## src/rtl/free_mode.sv

```systemverilog
// Single-key square-wave tone generator with three-octave selection.
// pwm/sd are registered; tone or octave changes restart the half-period on the next edge.
module free_mode #(
  parameter int unsigned CLK_HZ = 100000000
) (
  input  logic       clk,
  input  logic       rst,
  input  logic [7:0] buts,
  input  logic       but_up,
  input  logic       but_center,
  input  logic       but_down,
  output logic       pwm,
  output logic       sd,
  output logic [1:0] octave
);

  // fc is the note frequency in hundredths of a Hz; the 100 MHz table is pinned exactly.
  function automatic longint unsigned half_cnt(input longint unsigned fc,
                                               input longint unsigned ref100);
    longint unsigned hz;
    hz = 64'(CLK_HZ);
    if (CLK_HZ == 32'd100000000) return ref100;
    return (hz * 64'd100 + fc) / (64'd2 * fc);
  endfunction

  localparam longint unsigned C_MID = half_cnt(64'd26163, 64'd191110);
  localparam int CW_NEED = $clog2(64'd2 * C_MID + 64'd1);
  localparam int CW      = (CW_NEED > 20) ? CW_NEED : 20;

  localparam logic [CW-1:0] MID_C  = CW'(half_cnt(64'd26163, 64'd191110));
  localparam logic [CW-1:0] MID_D  = CW'(half_cnt(64'd29366, 64'd170264));
  localparam logic [CW-1:0] MID_E  = CW'(half_cnt(64'd32963, 64'd151685));
  localparam logic [CW-1:0] MID_F  = CW'(half_cnt(64'd34923, 64'd143172));
  localparam logic [CW-1:0] MID_G  = CW'(half_cnt(64'd39200, 64'd127551));
  localparam logic [CW-1:0] MID_A  = CW'(half_cnt(64'd44000, 64'd113636));
  localparam logic [CW-1:0] MID_B  = CW'(half_cnt(64'd49388, 64'd101239));
  localparam logic [CW-1:0] MID_C2 = CW'(half_cnt(64'd52325, 64'd95556));

  logic [CW-1:0] cnt_q, cnt_d;
  logic          pwm_q, pwm_d;
  logic          sd_q, sd_d;
  logic [1:0]    octave_q, octave_d;
  logic          tone_on_q, tone_on_d;
  logic [2:0]    tone_key_q, tone_key_d;
  logic [1:0]    tone_oct_q, tone_oct_d;

  logic          key_vld;
  logic [2:0]    key_idx;
  logic [CW-1:0] mid_cnt;
  logic [CW-1:0] half;
  logic          restart;

  // Descending scan so the lowest-index held key wins.
  always_comb begin
    key_vld = |buts;
    key_idx = 3'd0;
    for (int i = 7; i >= 0; i--) begin
      if (buts[i]) key_idx = 3'(i);
    end
  end

  always_comb begin
    case (tone_key_q)
      3'd0:    mid_cnt = MID_C;
      3'd1:    mid_cnt = MID_D;
      3'd2:    mid_cnt = MID_E;
      3'd3:    mid_cnt = MID_F;
      3'd4:    mid_cnt = MID_G;
      3'd5:    mid_cnt = MID_A;
      3'd6:    mid_cnt = MID_B;
      default: mid_cnt = MID_C2;
    endcase
  end

  always_comb begin
    case (tone_oct_q)
      2'd0:    half = {mid_cnt[CW-2:0], 1'b0};
      2'd2:    half = {1'b0, mid_cnt[CW-1:1]};
      default: half = mid_cnt;
    endcase
  end

  assign restart = key_vld &&
                   (!tone_on_q || (key_idx != tone_key_q) || (octave_q != tone_oct_q));

  always_comb begin
    cnt_d      = cnt_q;
    pwm_d      = pwm_q;
    sd_d       = sd_q;
    tone_on_d  = tone_on_q;
    tone_key_d = tone_key_q;
    tone_oct_d = tone_oct_q;
    if (!key_vld) begin
      cnt_d     = '0;
      pwm_d     = 1'b0;
      sd_d      = 1'b0;
      tone_on_d = 1'b0;
    end else if (restart) begin
      cnt_d      = '0;
      pwm_d      = 1'b0;
      sd_d       = 1'b1;
      tone_on_d  = 1'b1;
      tone_key_d = key_idx;
      tone_oct_d = octave_q;
    end else if (cnt_q == half - CW'(1)) begin
      cnt_d = '0;
      pwm_d = ~pwm_q;
    end else begin
      cnt_d = cnt_q + CW'(1);
    end
  end

  always_comb begin
    octave_d = octave_q;
    if (but_center) begin
      octave_d = 2'd1;
    end else if (but_up && !but_down) begin
      if (octave_q < 2'd2) octave_d = octave_q + 2'd1;
    end else if (but_down && !but_up) begin
      if (octave_q > 2'd0) octave_d = octave_q - 2'd1;
    end
  end

  always_ff @(posedge clk or posedge rst) begin
    if (rst) begin
      cnt_q      <= '0;
      pwm_q      <= 1'b0;
      sd_q       <= 1'b0;
      octave_q   <= 2'd1;
      tone_on_q  <= 1'b0;
      tone_key_q <= 3'd0;
      tone_oct_q <= 2'd1;
    end else begin
      cnt_q      <= cnt_d;
      pwm_q      <= pwm_d;
      sd_q       <= sd_d;
      octave_q   <= octave_d;
      tone_on_q  <= tone_on_d;
      tone_key_q <= tone_key_d;
      tone_oct_q <= tone_oct_d;
    end
  end

  assign pwm    = pwm_q;
  assign sd     = sd_q;
  assign octave = octave_q;

endmodule

```

## config.mk

```make
export PLATFORM = sky130hd
export DESIGN_NAME = free_mode
export DESIGN_NICKNAME = d
export VERILOG_FILES = /design/src/rtl/free_mode.sv
export SDC_FILE = /design/constraint.sdc
export NUM_CORES = 1
export LEC_CHECK = 0
export BUFFER_PORTS_ARGS = -buffer_cell sky130_fd_sc_hd__buf_2
export CAP_MARGIN = 20
export CORE_MARGIN = 2
export CORE_UTILIZATION = 56
export CTS_CLUSTER_DIAMETER = 200
export DETAILED_ROUTE_END_ITERATION = 16
export PLACE_DENSITY = 0.76
export SYNTH_ARGS = -nofsm -noshare
export SYNTH_HDL_FRONTEND = slang
export SYNTH_SLANG_ARGS = --single-unit
```

## constraint.sdc

```tcl
create_clock -name clk -period 2.8 [get_ports clk]
set_input_delay 0.56 -clock clk [delete_from_list [all_inputs] [get_ports clk]]
set_output_delay 0.56 -clock clk [all_outputs]
set_load 0.03 [all_outputs]
```

==> Yosys cells after proc, flatten, opt, wreduce, memory -nomap -nowiden <==
Cells that the tools add are included.
{ "totals": {"register_bits": 29, "in_bits": 13} }
{ "classes": {"add_sub_neg": 4, "magnitude_cmp": 2, "n_eq_ne": 13, "n_mux": 23, "bitwise": 1, "reduce_logical": 15} }
{ "op_table": {"columns": ["operator", "n"], "rows": [
  ["one-hot mux 18 bit (7 select lines)", 1],
  ["two-way mux 20 bit", 3],
  ["one-hot mux 20 bit (2 select lines)", 1],
  ["two-way mux 3 bit", 8],
  ["adder 20 x 1 -> 20 bit (second input constant)", 1],
  ["equality test 20 bit", 1],
  ["subtractor 20 x 1 -> 20 bit (second input constant)", 1],
  ["two-way mux 2 bit", 5],
  ["equality test 3 bit (second input constant)", 3],
  ["OR reduction 8 bit", 1],
  ["equality test 3 x 2 -> 1 bit (second input constant)", 2],
  ["nonzero test 3 bit", 2],
  ["two-way mux 1 bit", 5],
  ["equality test 3 x 1 -> 1 bit (second input constant)", 1],
  ["logical AND 1 bit", 3],
  ["logical NOT 1 bit", 3],
  ["logical NOT 3 bit", 1],
  ["!= test 3 x 1 -> 1 bit (second input constant)", 1],
  ["!= test 3 x 2 -> 1 bit (second input constant)", 1],
  ["!= test 3 bit", 1],
  ["AND reduction 3 bit", 1],
  ["adder 2 x 1 -> 2 bit (second input constant)", 1],
  ["equality test 2 bit (second input constant)", 1],
  ["greater-than comparator 2 x 1 -> 1 bit (second input constant)", 1],
  ["8 further kinds", 9]
]} }

==> Logic depth before layout (Yosys ltp) <==
Gate-level depths: netlist of run 1.
{ "depth": {"word_depth": 14, "depth_mapped": 17} }

==> Least setup slack after synthesis of run 1 <==
Ideal clock, no wire load.
{ "synth_timing": {"path_kind": "register to register", "from": "register tone_key_q[0]", "to": "register cnt_q[14]", "setup_time_ns": 0.119, "arrival_ns": 2.878, "slack_ns": -0.197, "path_stages_with_launch": 18, "synth_period_minus_slack_ns": 2.997, "path_cell_list": "dfrtp_1 -> buf_2 -> buf_4 -> clkbuf_1 -> nor2_1 -> nor2_1 -> a21oi_1 -> o21ai_0 -> ha_1 -> xnor2_1 -> a311oi_1 -> nand3_1 -> a211oi_1 -> and4_1 -> nand4_2 -> nand2_4 -> buf_6 -> nor2_1"} }
{ "synth_via": {"elab_chain_cells": 8, "word_cells_on_any_way": 18} }
{ "synth_lines": {"columns": ["item", "line_no", "text"], "rows": [
  ["start: declaration", "44", "logic [2:0] tone_key_q, tone_key_d;"],
  ["start signal: assignment", "139", "tone_key_q <= tone_key_d;"],
  ["equality test 3 bit (tied with other cells)", "63", "case (tone_key_q)"],
  ["one-hot mux 18 bit (7 select lines)", "63", null],
  ["one-hot mux 20 bit (2 select lines)", "76", "case (tone_oct_q)"],
  ["subtractor 20 x 1 -> 20 bit", "105", "end else if (cnt_q == half - CW'(1)) begin"],
  ["equality test 20 bit", "105", null],
  ["two-way mux 20 bit", "105", null],
  ["two-way mux 20 bit (*)", "98", "end else if (restart) begin"],
  ["two-way mux 20 bit (*)", "93", "if (!key_vld) begin"],
  ["via cnt_d[14]", "39", "logic [CW-1:0] cnt_q, cnt_d;"],
  ["end signal: assignment", "134", "cnt_q <= cnt_d;"],
  ["end: declaration", "39", null]
]} }
Mark *: on every way through the listed nets, which the timed path passes. The rest lies on a longest branch.
A chain may end at the register's enable or synchronous reset.

==> Worst setup path after layout of run 1 <==
{ "layout_timing": {"from": "register tone_oct_q[0]", "to": "register pwm_q (netlist: pwm)"} }
{ "layout_via": {"elab_chain_cells": 5, "word_cells_on_any_way": 11} }
{ "layout_lines": {"columns": ["item", "line_no", "text"], "rows": [
  ["start: declaration", "45", "logic [1:0] tone_oct_q, tone_oct_d;"],
  ["start signal: assignment", "140", "tone_oct_q <= tone_oct_d;"],
  ["equality test 2 bit (tied with other cells)", "76", null],
  ["one-hot mux 20 bit (2 select lines) / logical OR 1 bit (equally long branches)", "76, 84", null],
  ["subtractor 20 x 1 -> 20 bit / logical AND 1 bit (equally long branches)", "105, 83", null],
  ["equality test 20 bit / two-way mux 1 bit (equally long branches)", "105, 98", null],
  ["!= test 3 x 1 -> 1 bit (no source line) / two-way mux 1 bit (equally long branches)", null, null],
  ["end signal: assignment", "135", "pwm_q <= pwm_d;"],
  ["end: declaration", "40", "logic pwm_q, pwm_d;"]
]} }
Parallel ways exist; a longest one is shown, timed or not.

==> results of run 1 <==
==> critical path, cell delays in order (launching register included) <==
cell and delay (ns):
dfstp_2 0.60, buf_4 0.13, buf_4 0.22, nand2b_1 0.27, o2bb2ai_1 0.15, or3_1 0.36
a32oi_1 0.23, and4_1 0.28, nand4_4 0.16, xnor2_1 0.16, and2_1 0.15
==> layout make-up <==
| cell class | count | area [um^2] | area share (%) |
|---|---|---|---|
| repair buffers | 40 | 277 | 9.06 |
| clock inverters | 1 | 30.0 | 0.984 |
| clock buffers | 7 | 86.3 | 2.83 |
| flip-flops and latches | 29 | 728 | 23.9 |
| multi-input cells | 273 | 1830 | 60.0 |
| well taps | 54 | 67.6 | 2.21 |
| inverters | 9 | 33.8 | 1.11 |
==> synth_stat cells (all sizes together), types with 3 or more instances <==
master / number
nand4: 8
a211oi: 3
o22ai: 3
nor2b: 11
or3: 3
o211ai: 4
nand3: 8
o221ai: 3
inv: 8
nand2b: 12
nand2: 24
and4: 4
a21oi: 16
xnor2: 25
clkbuf: 9
nor2: 40
o21ai: 17
nor3b: 6
o32ai: 4
o31ai: 4
and2: 3
buf: 15
nor4: 3
xor2: 14
a31oi: 4
mux2i: 3
dfrtp: 27
and3: 11
==> sequential cells by signal, summed over array words and instances, names as in the netlist <==
name,cells
octave,2
pwm,1
tone_oct_q,2
tone_on_q,1
cnt_q,20
tone_key_q,3
==> worst paths after layout <==
check	start	depth (start not counted)	endpoint	slack (ns)
max	tone_oct_q[0]	10	pwm	-0.03
min	rst	3	cnt_q[11]	0.34
max reg2reg	tone_oct_q[0]	10	pwm	-0.03
min reg2reg	cnt_q[14]	2	cnt_q[14]	0.54
max in group asynchronous	rst	3	tone_oct_q[0]	2.15
min in group clk	but_center	2	octave[1]	0.45
==> power groups by stage <==
stage | Sequential [uW] | Clock (uW) | Combinational (uW)
5_1_grt | 474 | 469 | 693
2_1_floorplan | 467 | 0 | 456
6_report | 470 | 440 | 637
4_1_cts | 467 | 451 | 597
3_3_place_gp | 473 | 0 | 570
3_5_place_dp | 474 | 0 | 579
==> through the flow <==
stage	hold WS, ns	worst slack (ns)	area [um^2]	TNS, ns	cells
after floorplan	0.479	0.0139	2690	0	333
after global placement	0.543	0.0842	2840	0	400
after detailed placement	0.530	-0.0108	2840	-0.0483	400
after CTS	0.343	0.000615	2980	0	409
after global routing	0.381	-0.139	3050	-2.06	413
final	0.340	-0.0313	3050	-0.193	413
==> what timing repair did <==
item | CTS | global route
setup buffers | 0 | 3
pin swaps | 2 | 2
endpoints found under the setup margin | 11 | 21
gates cloned | 1 | 1
resized for setup | 3 | 8
==> cell families after synthesis <==
| group | after synthesis | synth area share (%) |
|---|---|---|
| buf+inv | 33 | 6.29 |
| xor+xnor | 39 | 12.8 |
| flops | 29 | 27.3 |
| simple gates | 144 | 29.4 |
| mux | 4 | 1.55 |
| fa+ha+maj | 2 | 0.939 |
| compound gates | 82 | 21.7 |
==> layer usage <==
metal / GRT usage (%) / vias to the layer above / wire length [um]
li1: - / 1252 / -
met1: 38.0 / 1233 / 3120
met2: 44.2 / 100 / 3330
met3: 4.56 / 17 / 443
met4: 11.3 / 0 / 161
met5: 0 / - / 0
==> flow_summary_export.csv, run 1 <==
group,metric,value,unit
worst_setup_path,cp_max_fo,22,
clock_network,cts_made_buffers,5,
floorplan,initial_utilization,57.2,%
detailed_routing,dr_total_vias,2602,
final_layout,syn2layout_area_growth,14.6,%
pwr,p_seq_share,30.4,%
final_layout,layout_commonest_cell,"nor2_1",
detailed_routing,drt_first_pass_iters,4,
clock_network,tritoncts,"built",
yosys,ys_types,62,
final_layout,final_cell_mix,"nor2_1 (39), dfrtp_1 (27), xnor2_1 (25), nand2_1 (23), buf_4 (22)",
floorplan,die_width,73.0,um
final_layout,drive_above_1_share,17.8,%
detailed_routing,post-route-drc-count,0,
worst_setup_path,crit_path_end_kind,"register",
pwr,power_density,507,nW/um^2
detailed_routing,drtIter0Drc,221,
yosys,avgSynthCellArea,8.00,um^2
run_status,outcome,"complete, but fails checks",
final_layout,nets,373,
final_layout,fillers,387,
placement,io_buffers,16,
clock_network,htreeDepth,2,
placement,gp_congestion,0.927,
grt,antenna_found_initial,0,
yosys,synthCells,333,
grt,grt_pass1_vias,2445,
floorplan,io_pins,17,
pwr,finalPower,1550,uW
detailed_routing,vias_per_cell,6.30,
timing,final.min_clock_period,2.83,ns
timing,final-max-slew-violation-count,0,
clock_network,cts.sinks,29,
worst_setup_path,required,2.97,ns
floorplan,fp-row-count,25,
pwr,clkPwrFrac,28.4,%
pwr,sw_frac_of_total,35.0,%
pwr,vdd_drop_max,0.000483,V
timing,fmaxAchievable,0.353,GHz
yosys,ys_ff_latch,29,
yosys,syn_area,2670,um^2
yosys,synth-seq-area-share,27.3,%
final_layout,antennaDiodeCount,0,
detailed_routing,wl,7060,um
timing,worstMarginPinSlew,0.478,ns
flow_run,max_cap_violations,0,
detailed_routing,ant_nets,0,
timing,worst_slack,-0.0313,ns
clock_network,cts_root_buf,"clkbuf_8",
timing,slew_headroom,67.9,%
yosys,synth_top_area_cell,"dfrtp_1",
yosys,ys_top_cells_by_area,"dfrtp_1 (25%), xnor2_1 (8.2%), nor2_1 (5.6%), xor2_1 (4.6%), nand2_1 (3.2%)",
grt,overflow,0,
timing,period_share,101,%
floorplan,dieArea,5330,um^2
placement,dp_hpwl,4920,um
pwr,comb_power_share,41.2,%
floorplan,chipHeight,73.0,um
grt,track_usage,27.9,%
pwr,leakagePower,0.00123,uW
yosys,yosys_warnings,0,
grt,grt_pass1_wl,11600,um
timing,rsz0062_at_grt,"true",
worst_setup_path,arrival,3.01,ns
clock_network,clock_latency,0.28,ns
timing,setup_viol,10,
timing,finClkSkew,0.00611,ns
worst_setup_path,start_kind,"register",
yosys,synthFlopType,"dfrtp_1",
clock_network,hold_buffers,0,
final_layout,postLayoutCoreUtil,65.5,%
worst_setup_path,worstSetupPathType,"reg2reg",
yosys,async_flop_share,100,%
yosys,synth.top_cell.area_share,25.4,%
hold_path,hold_path_class,"in2async",
yosys,syn_nets,348,
run_status,violations,"negative setup slack",
timing,finalHoldViolCount,0,
pwr,p_switching,542,uW
detailed_routing,avgRoutedWirePerCell,17.1,um
clock_network,clk_path_buf_depth,2,
pwr,cellInternalPower,1010,uW
yosys,synth_edf_count,0,
grt,grt_max_degree,30,
clock_network,clk_pin_slew,0.06,ns
floorplan,core_region_area,4660,um^2
(Power assumes the default switching activity.)
==> run 2: changes to the inputs <==
- CORE_MARGIN: 2 -> 4
==> run 2 against run 1 <==
Against the previous run:
- the run now ends clean
- first-iteration DRC count grew 49%
- via count rose by 0.27%
- worst setup slack gained 0.044 ns
- clock power decreased by 25%
- clock skew barely moved
- die area grew 11%
- critical path depth grew 5
- non-clock buffer count shrank 1
- count of clock-buffer cells in the layout is 1 lower
- largest cell class unchanged
- highest routed layer unchanged
==> flow_summary_export.csv, run 2 (synthesis gave the netlist of run 1 again) <==
group,metric,value,unit
floorplan,fp-row-count,24,
worst_setup_path,worst_r2r_endpoint,"cnt_q[9]",
placement,place_ws,-0.0219,ns
hold_path,hold_path_class,"in2async",
timing,worstMarginPinSlew,0.512,ns
pwr,cellInternalPower,877,uW
final_layout,nets,372,
floorplan,dieArea,5930,um^2
pwr,power_density,476,nW/um^2
final_layout,antennaDiodeCount,0,
clock_network,htreeDepth,2,
timing,holdWs,0.340,ns
timing,slew_headroom,65.6,%
detailed_routing,dr_total_vias,2609,
worst_setup_path,rr_worst_depth,15,
run_status,outcome,"finished clean",
clock_network,hold_buffers,0,
floorplan,core_region_area,4470,um^2
worst_setup_path,start_kind,"register",
worst_setup_path,rrSetupSlack,0.01,ns
final_layout,postLayoutCoreUtil,66.8,%
worst_setup_path,crit_start,"tone_oct_q[0]",
grt,grt_pass1_wl,11300,um
clock_network,cts.sinks,29,
pwr,p_seq_share,32.9,%
detailed_routing,post-route-drc-count,0,
timing,final.min_clock_period,2.79,ns
detailed_routing,wl,6860,um
timing,period_share,99.6,%
placement,dp_cells,396,
floorplan,chipHeight,77.0,um
final_layout,final_cell_mix,"nor2_1 (39), dfrtp_1 (26), xnor2_1 (25), nand2_1 (23), buf_4 (23)",
worst_setup_path,required,2.97,ns
grt,grt_max_degree,36,
detailed_routing,avgRoutedWirePerCell,16.7,um
pwr,clkPwrFrac,23.2,%
placement,dp_hpwl,4780,um
final_layout,top_regs,"cnt_q: 20 flops, tone_key_q: 3 flops",
grt,track_usage,23.3,%
floorplan,die_width,77.0,um
grt,overflow,0,
final_layout,syn2layout_area_growth,12.2,%
worst_setup_path,worstSetupPathType,"reg2reg",
floorplan,initial_utilization,59.6,%
clock_network,clk_path_buf_depth,2,
timing,finalHoldViolCount,0,
worst_setup_path,worstReg2RegStart,"tone_oct_q[0]",
grt,grt_pass1_vias,2284,
detailed_routing,ant_nets,0,
timing,finClkSkew,0.00585,ns
worst_setup_path,cp_max_fo,5,
pwr,leakagePower,0.00120,uW
floorplan,io_pins,17,
worst_setup_path,crit_end,"cnt_q[9]",
final_layout,largest_reg_flops,20,
placement,io_buffers,16,
pwr,finalPower,1420,uW
timing,rsz0062_at_grt,"true",
timing,setup_viol,0,
flow_run,max_cap_violations,0,
clock_network,cts_made_buffers,5,
clock_network,clock_latency,0.28,ns
pwr,vdd_drop_max,0.000425,V
final_layout,fillers,368,
timing,fmaxAchievable,0.359,GHz
grt,antenna_found_initial,0,
clock_network,tritoncts,"built",
worst_setup_path,arrival,2.96,ns
final_layout,drive_above_1_share,18.7,%
timing,final-max-slew-violation-count,0,
pwr,sw_frac_of_total,38.3,%
final_layout,stdcell_count,410,
worst_setup_path,crit_path_end_kind,"register",
timing,worst_slack,0.0126,ns
clock_network,cts_root_buf,"clkbuf_8",
final_layout,layout_commonest_cell,"nor2_1",
final_layout,largest_register,"cnt_q",
placement,gp_congestion,0.875,
clock_network,clk_pin_slew,0.06,ns
detailed_routing,vias_per_cell,6.36,
detailed_routing,drtIter0Drc,330,
detailed_routing,drt_first_pass_iters,5,
pwr,p_switching,545,uW
pwr,comb_power_share,43.9,%
-- run 2: cell count changes in the layout (fill, tap and decap cells not counted), sizes merged --
cell and change:
clkinv +2, clkbuf -1, buf -1, bufinv -1
-- run 2: what timing repair did --
action / in CTS / in global routing
setup endpoints to repair: 20 / 21
setup buffers: 2 / 2
gates cloned: 0 / 2
resized for setup: 0 / 12
pin swaps: 0 / 6
-- run 2: per-stage QoR --
stage                     setup TNS, ns  instance area [um^2]
final                                 0                  2990
after global routing              -2.69                  2990
after CTS                             0                  2920
after detailed placement         -0.278                  2820
after global placement                0                  2820
after floorplan                       0                  2690
-- run 2: critical path, stage by stage (launching register included) --
cell      delay, ns
dfstp_2        0.57
nor2_2         0.06
nor2_1         0.12
nor2_1         0.05
a21oi_1        0.12
o21ai_1        0.09
ha_1           0.29
xnor2_1        0.13
a311oi_1       0.23
nand3_1        0.12
a211oi_2       0.16
and4_4         0.25
nand4_4        0.13
buf_4          0.19
nand2_4        0.09
nor2_1         0.06
-- run 2: cell type report --
type                            instances  area [um^2]  share of cell area, %
Multi-Input combinational cell        273         1830                   61.1
Sequential cell                        29          729                   24.4
Timing Repair Buffer                   39          253                   8.46
Clock buffer                            6         72.6                   2.43
Tap cell                               52         65.1                   2.18
Inverter                                9         33.8                   1.13
Clock inverter                          2         10.0                  0.335
-- run 2: worst min path at each step --
| stage | from | to | slack, ns |
|---|---|---|---|
| 2_1_floorplan | cnt_q[0] | cnt_q[0] | 0.48 |
| 3_3_place_gp | cnt_q[14] | cnt_q[14] | 0.53 |
| 3_5_place_dp | cnt_q[14] | cnt_q[14] | 0.55 |
| 4_1_cts | rst | cnt_q[1] | 0.34 |
| 5_1_grt | rst | cnt_q[0] | 0.38 |
| 6_report | rst | cnt_q[1] | 0.34 |
-- run 2: layer usage --
metal,track usage (%),part of all wire (%)
met5,0,0
met3,3.40,7.6
met1,33.3,44
met4,7.83,1.9
met2,36.1,46
-- run 2: power by group through the flow --
| stage | logic (uW) | registers (uW) | clock network (uW) |
|---|---|---|---|
| after global routing | 682 | 469 | 360 |
| after global placement | 557 | 476 | 0 |
| after CTS | 586 | 464 | 340 |
| after detailed placement | 568 | 478 | 0 |
| final | 624 | 468 | 330 |
| after floorplan | 456 | 467 | 0 |
==> run 3: changes to the inputs <==
- REMOVE_ABC_BUFFERS: default -> 1
==> run 3 against run 2 <==
Against the previous run:
- the flow now finishes with violations (negative setup slack)
- register-to-register slack got worse by 0.10 ns
- worst setup slack lost 0.10 ns
- clock skew is 0.0040 ns higher
- sequential share of layout area fell by 0.47 points
- final cell count rose by 0.73%
- critical path depth is 1 lower
- count of clock-buffer cells in the layout stayed put
- sequential cell count did not move
- core utilization is 1.2 points higher
==> flow_summary_export.csv, run 3 (synthesis gave the netlist of run 1 again) <==
group,metric,value,unit
worst_setup_path,start_kind,"register",
floorplan,die_width,77.0,um
clock_network,clk_pin_slew,0.07,ns
clock_network,tritoncts,"built",
grt,overflow,0,
final_layout,final_cell_mix,"nor2_1 (38), dfrtp_1 (27), xnor2_1 (25), buf_4 (25), nand2_1 (23)",
floorplan,initial_utilization,59.6,%
grt,track_usage,24.1,%
timing,finClkSkew,0.00990,ns
grt,grt_pass1_wl,11600,um
run_status,violations,"negative setup slack",
detailed_routing,wl,7060,um
pwr,sw_frac_of_total,38.3,%
detailed_routing,post-route-drc-count,0,
detailed_routing,avgRoutedWirePerCell,17.1,um
grt,antenna_found_initial,0,
pwr,cellInternalPower,898,uW
final_layout,fillers,382,
final_layout,layout_commonest_cell,"nor2_1",
detailed_routing,dr_total_vias,2634,
worst_setup_path,crit_path_end_kind,"register",
placement,place_ws,-0.00422,ns
final_layout,drive_above_1_share,19.4,%
floorplan,dieArea,5930,um^2
floorplan,io_pins,17,
detailed_routing,drt_first_pass_iters,5,
final_layout,postLayoutCoreUtil,68.0,%
timing,worst_slack,-0.0898,ns
final_layout,fin_area,3040,um^2
timing,slew_headroom,67.5,%
worst_setup_path,rr_worst_depth,14,
detailed_routing,vias_per_cell,6.38,
clock_network,cts_made_buffers,5,
worst_setup_path,arrival,3.06,ns
timing,setup_viol,21,
timing,final.min_clock_period,2.89,ns
final_layout,largest_register,"cnt_q",
clock_network,clock_latency,0.28,ns
flow_run,max_cap_violations,0,
pwr,p_seq_share,32.3,%
timing,rsz0062_at_grt,"true",
detailed_routing,ant_nets,0,
clock_network,htreeDepth,2,
timing,setup_tns,-0.531,ns
grt,grt_max_degree,37,
floorplan,fp-row-count,24,
placement,gp_congestion,0.932,
final_layout,syn2layout_area_growth,14.2,%
final_layout,antennaDiodeCount,0,
timing,finalHoldViolCount,0,
worst_setup_path,required,2.97,ns
hold_path,hold_path_class,"in2async",
pwr,clkPwrFrac,22.6,%
timing,worstMarginPinSlew,0.487,ns
floorplan,chipHeight,77.0,um
floorplan,core_region_area,4470,um^2
final_layout,top_regs,"cnt_q: 20 flops, tone_key_q: 3 flops",
final_layout,largest_reg_flops,20,
pwr,finalPower,1450,uW
timing,period_share,103,%
run_status,outcome,"complete, but fails checks",
pwr,vdd_drop_max,0.000315,V
clock_network,cts.sinks,29,
worst_setup_path,cp_max_fo,4,
pwr,power_density,478,nW/um^2
worst_setup_path,worstSetupPathType,"reg2reg",
placement,io_buffers,16,
grt,grt_pass1_vias,2388,
detailed_routing,drtIter0Drc,232,
placement,place_area,2870,um^2
pwr,leakagePower,0.00123,uW
pwr,comb_power_share,45.1,%
clock_network,cts_root_buf,"clkbuf_8",
pwr,p_switching,556,uW
timing,fmaxAchievable,0.346,GHz
placement,dp_hpwl,4950,um
final_layout,nets,375,
clock_network,clk_path_buf_depth,2,
timing,final-max-slew-violation-count,0,
clock_network,hold_buffers,0,
-- run 3: final timing paths --
check / from / to / slack (ns)
max: tone_oct_q[0] / pwm / -0.09
max reg2reg: tone_oct_q[0] / pwm / -0.09
min in group clk: but_center / octave[1] / 0.45
min: rst / cnt_q[17] / 0.33
max in group asynchronous: rst / octave[0] / 2.16
min reg2reg: cnt_q[0] / cnt_q[0] / 0.55
-- run 3: metrics by stage --
step | cells | hold WS [ns]
2_1_floorplan | 309 | 0.485
3_3_place_gp | 399 | 0.530
5_1_grt | 413 | 0.370
6_report | 413 | 0.334
3_5_place_dp | 399 | 0.541
4_1_cts | 411 | 0.343
-- run 3: critical path, cell delays in order, from the launching register on --
cell and delay [ns]:
dfstp_2 0.58, nor2_4 0.05, nor2_2 0.12, nor2_1 0.06
a21oi_1 0.14, o21ai_1 0.09, ha_1 0.30, xnor2_1 0.13
a311oi_1 0.28, nand3_1 0.15, a211oi_2 0.15, and4_1 0.26
nand4_4 0.17, xnor2_1 0.16, and2_1 0.14
-- run 3: power groups by stage --
| stage | Combinational (uW) | Clock, uW | Sequential, uW |
|---|---|---|---|
| CTS | 615 | 336 | 464 |
| finish | 656 | 329 | 469 |
| global route | 709 | 356 | 472 |
| floorplan | 344 | 0 | 528 |
| detailed placement | 584 | 0 | 472 |
| global placement | 575 | 0 | 471 |
-- run 3: cell type report --
cell class                 count  area, um^2  area share, %
multi-input combinational    272        1830           60.0
sequential                    29         728           23.9
timing repair buffer          43         308           10.1
clock buffer                   6        72.6           2.38
tap                           52        65.1           2.14
inverter                       9        33.8           1.11
clock inverter                 2        10.0          0.329
-- run 3: per-layer routing --
layer / GRT usage [%] / up-vias / share of wire, %
met1: 34.6 / 1237 / 46
met3: 4.33 / 23 / 6.3
li1: - / 1261 / -
met4: 8.54 / 0 / 3.0
met2: 36.3 / 113 / 45
met5: 0 / - / 0
-- run 3: repair_timing --
item	in CTS	in global routing
pin swaps	12	10
cloned	1	0
resized for setup	3	10
buffers inserted	3	3
setup endpoints to repair	21	21
